===== config.mk =====
export PLATFORM = sky130hd
export DESIGN_NAME = ra_stack_flat
export DESIGN_NICKNAME = d
export VERILOG_FILES = /design/src/rtl/kgp_pkg.sv /design/src/rtl/ra_stack_if.sv /design/src/rtl/ra_stack_mem.sv /design/src/rtl/ra_stack.sv /design/src/flat_wrapper.sv
export SDC_FILE = /design/constraint.sdc
export NUM_CORES = 1
export LEC_CHECK = 0
export CAP_MARGIN = 20
export CORE_ASPECT_RATIO = 0.8
export CORE_MARGIN = 2
export CORE_UTILIZATION = 55
export CTS_CLUSTER_DIAMETER = 120
export CTS_CLUSTER_SIZE = 12
export DETAILED_ROUTE_END_ITERATION = 8
export HOLD_SLACK_MARGIN = 0.02
export PLACE_DENSITY = 0.83
export SLEW_MARGIN = 40
export SYNTH_ARGS = -nofsm -noshare
export SYNTH_HDL_FRONTEND = slang
export SYNTH_SLANG_ARGS = --single-unit
export TNS_END_PERCENT = 20

===== constraint.sdc =====
create_clock -name clk -period 9.3 [get_ports clk]
set_clock_uncertainty 0.05 [all_clocks]
set_input_delay 0.93 -clock clk [delete_from_list [all_inputs] [get_ports clk]]
set_output_delay 0.93 -clock clk [all_outputs]
set_load 0.01 [all_outputs]

===== src/rtl/kgp_pkg.sv =====
// Shared KGPRISC definitions: call/ret opcodes, address type and helpers
// used by the return-address stack and the branch unit.
package kgp_pkg;

    localparam int ADDR_W = 32;

    typedef logic [ADDR_W-1:0] addr_t;
    typedef logic [5:0]        opc_t;

    localparam opc_t OPC_CALL = 6'b000110;
    localparam opc_t OPC_RET  = 6'b000111;

    function automatic logic opc_is_call(input opc_t opc);
        return opc == OPC_CALL;
    endfunction

    function automatic logic opc_is_ret(input opc_t opc);
        return opc == OPC_RET;
    endfunction

endpackage


===== src/rtl/ra_stack_if.sv =====
// Return-address stack port bundle: the CPU side (master) drives opcode, PC
// and flush; the stack (slave) returns top-of-stack, occupancy and error flags.
interface ra_stack_if #(
    parameter int DEPTH = 8,
    parameter int WIDTH = 32
);
    import kgp_pkg::*;

    opc_t                       instr;
    logic [WIDTH-1:0]           pc;
    logic                       flush;
    logic [WIDTH-1:0]           ra;
    logic [$clog2(DEPTH+1)-1:0] count;
    logic                       empty;
    logic                       full;
    logic                       ovf_err;
    logic                       udf_err;

    modport master (
        output instr, pc, flush,
        input  ra, count, empty, full, ovf_err, udf_err
    );

    modport slave (
        input  instr, pc, flush,
        output ra, count, empty, full, ovf_err, udf_err
    );

endinterface


===== src/rtl/ra_stack_mem.sv =====
// DEPTH x WIDTH storage for the return-address stack: one synchronous write
// port, one asynchronous read port, no reset (contents gated by count).
module ra_stack_mem #(
    parameter int DEPTH = 8,
    parameter int WIDTH = 32,
    parameter int AW    = $clog2(DEPTH)
) (
    input  logic             clk,
    input  logic             we,
    input  logic [AW-1:0]    waddr,
    input  logic [WIDTH-1:0] wdata,
    input  logic [AW-1:0]    raddr,
    output logic [WIDTH-1:0] rdata
);

    logic [WIDTH-1:0] mem [DEPTH];

    always_ff @(posedge clk) begin
        if (we) begin
            mem[waddr] <= wdata;
        end
    end

    assign rdata = mem[raddr];

endmodule


===== src/rtl/ra_stack.sv =====
// Return-address stack: pushes pc+4 on call, pops on ret, circular overwrite
// on overflow. Sticky error flags exist only when RAS_STICKY_ERR_EN is defined.
module ra_stack
    import kgp_pkg::*;
#(
    parameter int DEPTH = 8,
    parameter int WIDTH = 32
) (
    input  logic       clk,
    input  logic       start,
    ra_stack_if.slave  bus
);

    localparam int PW = $clog2(DEPTH);
    localparam int CW = $clog2(DEPTH + 1);

    logic [PW-1:0]    tp;
    logic [PW-1:0]    tp_nxt;
    logic [PW-1:0]    rd_ptr;
    logic [CW-1:0]    count;
    logic [CW-1:0]    count_nxt;
    logic             is_call;
    logic             is_ret;
    logic             empty;
    logic             full;
    logic [WIDTH-1:0] push_data;
    logic [WIDTH-1:0] top_data;

    // flush suppresses decode entirely so nothing is written on a flush edge
    assign is_call   = !bus.flush && opc_is_call(bus.instr);
    assign is_ret    = !bus.flush && opc_is_ret(bus.instr);
    assign push_data = bus.pc + WIDTH'(4);
    assign rd_ptr    = tp - PW'(1);

    assign empty = (count == '0);
    assign full  = (count == CW'(DEPTH));

    always_comb begin
        tp_nxt    = tp;
        count_nxt = count;
        if (bus.flush) begin
            tp_nxt    = '0;
            count_nxt = '0;
        end else if (is_call) begin
            tp_nxt = tp + PW'(1);
            if (!full) begin
                count_nxt = count + CW'(1);
            end
        end else if (is_ret && !empty) begin
            tp_nxt    = tp - PW'(1);
            count_nxt = count - CW'(1);
        end
    end

    always_ff @(posedge clk or negedge start) begin
        if (!start) begin
            tp    <= '0;
            count <= '0;
        end else begin
            tp    <= tp_nxt;
            count <= count_nxt;
        end
    end

    ra_stack_mem #(
        .DEPTH (DEPTH),
        .WIDTH (WIDTH),
        .AW    (PW)
    ) u_mem (
        .clk   (clk),
        .we    (is_call),
        .waddr (tp),
        .wdata (push_data),
        .raddr (rd_ptr),
        .rdata (top_data)
    );

    assign bus.ra    = empty ? '0 : top_data;
    assign bus.count = count;
    assign bus.empty = empty;
    assign bus.full  = full;

`ifdef RAS_STICKY_ERR_EN
    logic ovf_q;
    logic udf_q;

    always_ff @(posedge clk or negedge start) begin
        if (!start) begin
            ovf_q <= 1'b0;
            udf_q <= 1'b0;
        end else begin
            if (is_call && full) begin
                ovf_q <= 1'b1;
            end
            if (is_ret && empty) begin
                udf_q <= 1'b1;
            end
        end
    end

    assign bus.ovf_err = ovf_q;
    assign bus.udf_err = udf_q;
`else
    assign bus.ovf_err = 1'b0;
    assign bus.udf_err = 1'b0;
`endif

endmodule


===== src/flat_wrapper.sv =====
// flat-port wrapper written by rule: the top's interface ports become plain ports
module ra_stack_flat import kgp_pkg::*;
#(
    parameter int DEPTH = 8,
    parameter int WIDTH = 32
)
  (clk, start, bus_instr, bus_pc, bus_flush, bus_ra, bus_count, bus_empty, bus_full, bus_ovf_err, bus_udf_err);
  ra_stack_if #(.DEPTH(DEPTH), .WIDTH(WIDTH)) bus_i ();
  input  logic clk;
  input  logic start;
  input wire logic [$bits(bus_i.instr)-1:0] bus_instr;
  input wire logic [$bits(bus_i.pc)-1:0] bus_pc;
  input wire logic [$bits(bus_i.flush)-1:0] bus_flush;
  output wire logic [$bits(bus_i.ra)-1:0] bus_ra;
  output wire logic [$bits(bus_i.count)-1:0] bus_count;
  output wire logic [$bits(bus_i.empty)-1:0] bus_empty;
  output wire logic [$bits(bus_i.full)-1:0] bus_full;
  output wire logic [$bits(bus_i.ovf_err)-1:0] bus_ovf_err;
  output wire logic [$bits(bus_i.udf_err)-1:0] bus_udf_err;
  assign bus_i.instr = bus_instr;
  assign bus_i.pc = bus_pc;
  assign bus_i.flush = bus_flush;
  assign bus_ra = bus_i.ra;
  assign bus_count = bus_i.count;
  assign bus_empty = bus_i.empty;
  assign bus_full = bus_i.full;
  assign bus_ovf_err = bus_i.ovf_err;
  assign bus_udf_err = bus_i.udf_err;
  ra_stack #(.DEPTH(DEPTH), .WIDTH(WIDTH)) u_core (.clk(clk), .start(start), .bus(bus_i));
endmodule

[Word level (Yosys, flattened, before mapping)]
Memory sizes are Yosys's and may differ from the RTL's.
Cells that the tools add are included.
Word-level totals
  register bits after elaboration: 7
  memory bits (writable): 256
  output and inout port bits: 40
  memories: 1
Cells by class
  add/sub/neg operators: 5
  equality and inequality tests: 4
  muxes and demuxes: 10
  reductions and logical operators: 8
Memory list
  u_core.u_mem.mem: depth 8, bits a word 32, read ports 1, clocked after Yosys merged registers in 0, write ports 1, line ra_stack_mem.sv:16  | logic [WIDTH-1:0] mem [DEPTH];
Operators by type and width (count)
  32-bit by 3-bit adder with 32-bit output (second input constant): 1
  32-bit two-way mux: 1
  4-bit two-way mux: 4
  6-bit by 3-bit == test with 1-bit output (second input constant): 2
  3-bit two-way mux: 3
  4-bit by 1-bit adder with 4-bit output (second input constant): 1
  4-bit == test (second input constant): 1
  4-bit logical NOT: 1
  4-bit by 1-bit subtractor with 4-bit output (second input constant): 1
  3-bit by 1-bit adder with 3-bit output (second input constant): 1
  1-bit logical AND: 3
  3-bit != test (second input constant): 1
  3-bit nonzero test: 1
  3-bit by 1-bit subtractor with 3-bit output (second input constant): 1
  1-bit logical NOT: 2
  1-bit two-way mux: 2
  2-bit AND reduction: 1

[Depth between registers and ports, before layout]
  depth in word-level cells: 6
  depth in mapped cells: 9

[Modules after synthesis]
A second synthesis with hierarchy kept.
Unflattened totals
  cells, all modules: 570
  area total of the unflattened synthesis: 11260.8 um^2
Modules (own cells, without submodules)
  ra_stack_mem: times used 1, cells an instance 383, area an instance 9825.7 um^2
  ra_stack: times used 1, cells an instance 187, area an instance 1435.1 um^2

[Worst setup path before layout]
No wires, ideal clock.
  kind: input to register
  start: input port bus_instr[3]
  end: memory u_core.u_mem.mem[0][0], enable pin
  library setup time: 501 ps
  arrival: 4647 ps
  required time: 8749 ps
  setup slack: 4102 ps
  stages on the path: 4
  path buffers: 0
  cells stage by stage: nand3b_1 nor3_1 nand2_1 nor4_1
On the way
  longest elaborated chain between the ends: 4
Ends and longest elaborated chain
  start, declared: line flat_wrapper.sv:11  | input wire logic [$bits(bus_i.instr)-1:0] bus_instr;
  6-bit by 3-bit == test with 1-bit output: line kgp_pkg.sv:14  | return opc == OPC_CALL;
  1-bit logical AND: line ra_stack.sv:30  | assign is_call = !bus.flush && opc_is_call(bus.instr);
  1-bit two-way mux: line ra_stack_mem.sv:19  | if (we) begin
  1-bit two-way mux (not written as such): line ra_stack_mem.sv:20  | mem[waddr] <= wdata;
  end, declared: line ra_stack_mem.sv:16
No other way between the ends.

[Worst setup path after layout]
  start: register u_core.tp[0]
  end: output port bus_ra[12]
On the way
  longest elaborated chain between the ends: 3
Ends and longest elaborated chain
  start, declared: line ra_stack.sv:17  | logic [PW-1:0] tp;
  start signal, assigned: line ra_stack.sv:60  | tp <= tp_nxt;
  3-bit by 1-bit subtractor with 3-bit output: line ra_stack.sv:33  | assign rd_ptr = tp - PW'(1);
  memory read 8 x 32 bit
  32-bit two-way mux: line ra_stack.sv:78  | assign bus.ra = empty ? '0 : top_data;
  end, declared: line flat_wrapper.sv:14  | output wire logic [$bits(bus_i.ra)-1:0] bus_ra;
No other way between the ends.

==> impl_metrics.tcl <==
set metrics [dict create \
    gr-total-overflow 0 \
    postCtsSetupBuffers 0 \
    clk_latency_ns 0.51 \
    yosysSeqAreaShare_pct 71.8 \
    period_needed_ns 5.19 \
    fillers 1328 \
    synth_edf_count 256 \
    rsz0062_at_grt "no" \
    slew_viol_final 0 \
    synth_area_mm2 0.0110 \
    grt_pass1_vias 6131 \
    die_h_um 130 \
    synth-warning-count 0 \
    fin_hold_ws_ns 0.611 \
    root_buffer "clkbuf_16" \
    startpoint_type "register" \
    io_buffers 78 \
    coreArea_mm2 0.0197 \
    ir_drop_v 0.000162 \
    power_density_mw_per_mm2 179 \
    synth_seq_cells 263 \
    cts.sinks 263 \
    cts_max_path_buffers 3 \
    synth_flop_cell "edfxtp_1" \
    syn2layout_area_growth_pct 16.1 \
    worstPathMaxFanout 46 \
    worst_pin_slew_ns 0.775 \
    period_share_pct 55.8 \
    first_pass_iters 5 \
    io_pins 81 \
    hold_buffers 0 \
    reg2reg_depth 5 \
    synthArstFlopShare_pct 2.66 \
    wire_per_inst_um 24.6 \
    fin_nets 741 \
    vias 5900 \
    tns_ns 0 \
    synth_common_cells "256 x edfxtp_1, 83 x nand2_1, 64 x mux4_2, 35 x a21oi_1, 25 x xnor2_1" \
    required_ns 8.32 \
    holdPathStages 2 \
    post_cts_resized 0 \
    die_x_um 162 \
    slew_headroom_pct 48.3 \
    grt_usage_pct 23.3 \
    gp_congestion 0.772 \
    yosysTopAreaCell "edfxtp_1" \
    grt_pass1_wl_mm 36.4 \
    post-route-drc-count 0 \
    end_kind "primary output" \
    drt_iter0_drc 575 \
    yosys.area.top_type_share_pct 70.2 \
    path_class "register to primary output" \
    htree_levels 1 \
    p_leak_nw 3.97 \
    row_count 46 \
    yosysUniqueCellTypes 46 \
    syn_area_per_cell_um2 18.0 \
    dp_hpwl_mm 13.8 \
    drive_gt1_share_pct 18.1 \
    grt_max_degree 47 \
    routed_via_density 6.10 \
    numCtsBuffers 25 \
    hp-class "register to register" \
    antenna_found_initial 0 \
    arrival_ns 4.21 \
    tritoncts "yes" \
    antenna_left 0 \
    dieArea_mm2 0.0211 \
    drt_wl_total_mm 23.8 \
    antenna_cells 0 \
    drv_cap 0 \
    hold_viol 0 \
    status "complete, no violations" \
    fmaxAchievable_mhz 193 \
    finalSetupViolCount 0 \
    syn_inst 609 \
    synth_most_common_cell "edfxtp_1" \
    start_util_pct 55.7 \
    synth_area_leaders "edfxtp_1 70%, mux4_2 13%, nand2_1 2.8%" \
    clk_pin_slew_ns 0.06 \
]
-- layout make-up --
cell class,instances,area [um^2],share of cell area (%)
Clock buffer,36,667,5.24
Inverter,8,30.0,0.236
Multi-Input combinational cell,305,2940,23.1
Sequential cell,263,7870,61.9
Tap cell,264,330,2.60
Timing Repair Buffer,91,882,6.94
-- through the flow --
step	utilization (%)	instances	worst slack [ns]	instance area [um^2]	power, mW
final	64.6	967	4.11	12700	2.28
after global routing	64.6	967	3.93	12700	2.34
after global placement	61.2	931	4.80	12000	1.42
after floorplan	-	610	4.10	11000	1.37
after CTS	64.6	967	4.10	12700	2.29
after detailed placement	61.2	931	4.66	12000	1.42
-- cell families after synthesis --
logic type,Yosys count,synth area share [%]
and+or+nand+nor,153,7.20
adders and majority gates,6,0.754
AOI/OAI and AO/OA,45,2.39
muxes,65,13.2
xor gates and xnor gates,34,2.72
buffers and inverters,42,1.88
other,1,0.0342
DFF,263,71.8
-- critical path, cell delays in order, from the launching register on --
cell,delay (ns)
dfrtp_4,0.80
inv_1,0.15
ha_2,0.74
buf_4,0.65
mux4_2,0.33
nand2_1,0.07
a21oi_1,0.30
clkdlybuf4s50_1,0.60
-- layer usage --
metal	global-route usage, %	wire, um
met1	32.3	9610
met2	39.5	11700
met4	5.52	407
met5	0	0
met3	4.35	2030
-- final timing paths --
check                               startpoint                  end  slack, ns
hold reg to reg            u_core.bus.count[1]  u_core.bus.count[1]       0.61
setup / recovery                  u_core.tp[0]           bus_ra[12]       4.11
min in group asynchronous                start  u_core.bus.count[3]       0.62
setup reg to reg                  u_core.tp[0]         u_core.tp[1]       6.40
max in group asynchronous                start         u_core.tp[0]       8.31
hold / removal             u_core.bus.count[1]  u_core.bus.count[1]       0.61
-- layout by cell type (no fill, tap or decap), drive strengths merged, types with 9 or more instances in the layout --
cell and n:
clkbuf 36, nand4 13, nand2 83, xnor2 25, xor2 9, clkdlybuf4s50 78
a21oi 35, buf 13, nor2 10, nand3 11, edfxtp 256, mux4 64
-- registers in the layout, indices dropped and copies added (netlist names) --
signal,flops
u_core.bus.count,4
u_core.u_mem.mem,256
u_core.tp,3
-- where the power goes --
group          switching [mW]  total, mW  internal (mW)  leakage (nW)
sequential            0.00177       1.30           1.30          2.40
combinational          0.0541     0.0947         0.0406          1.25
clock                   0.391      0.879          0.489         0.321
total                   0.447       2.28           1.83          3.97
Note: power is estimated with default switching activity, not from simulation.
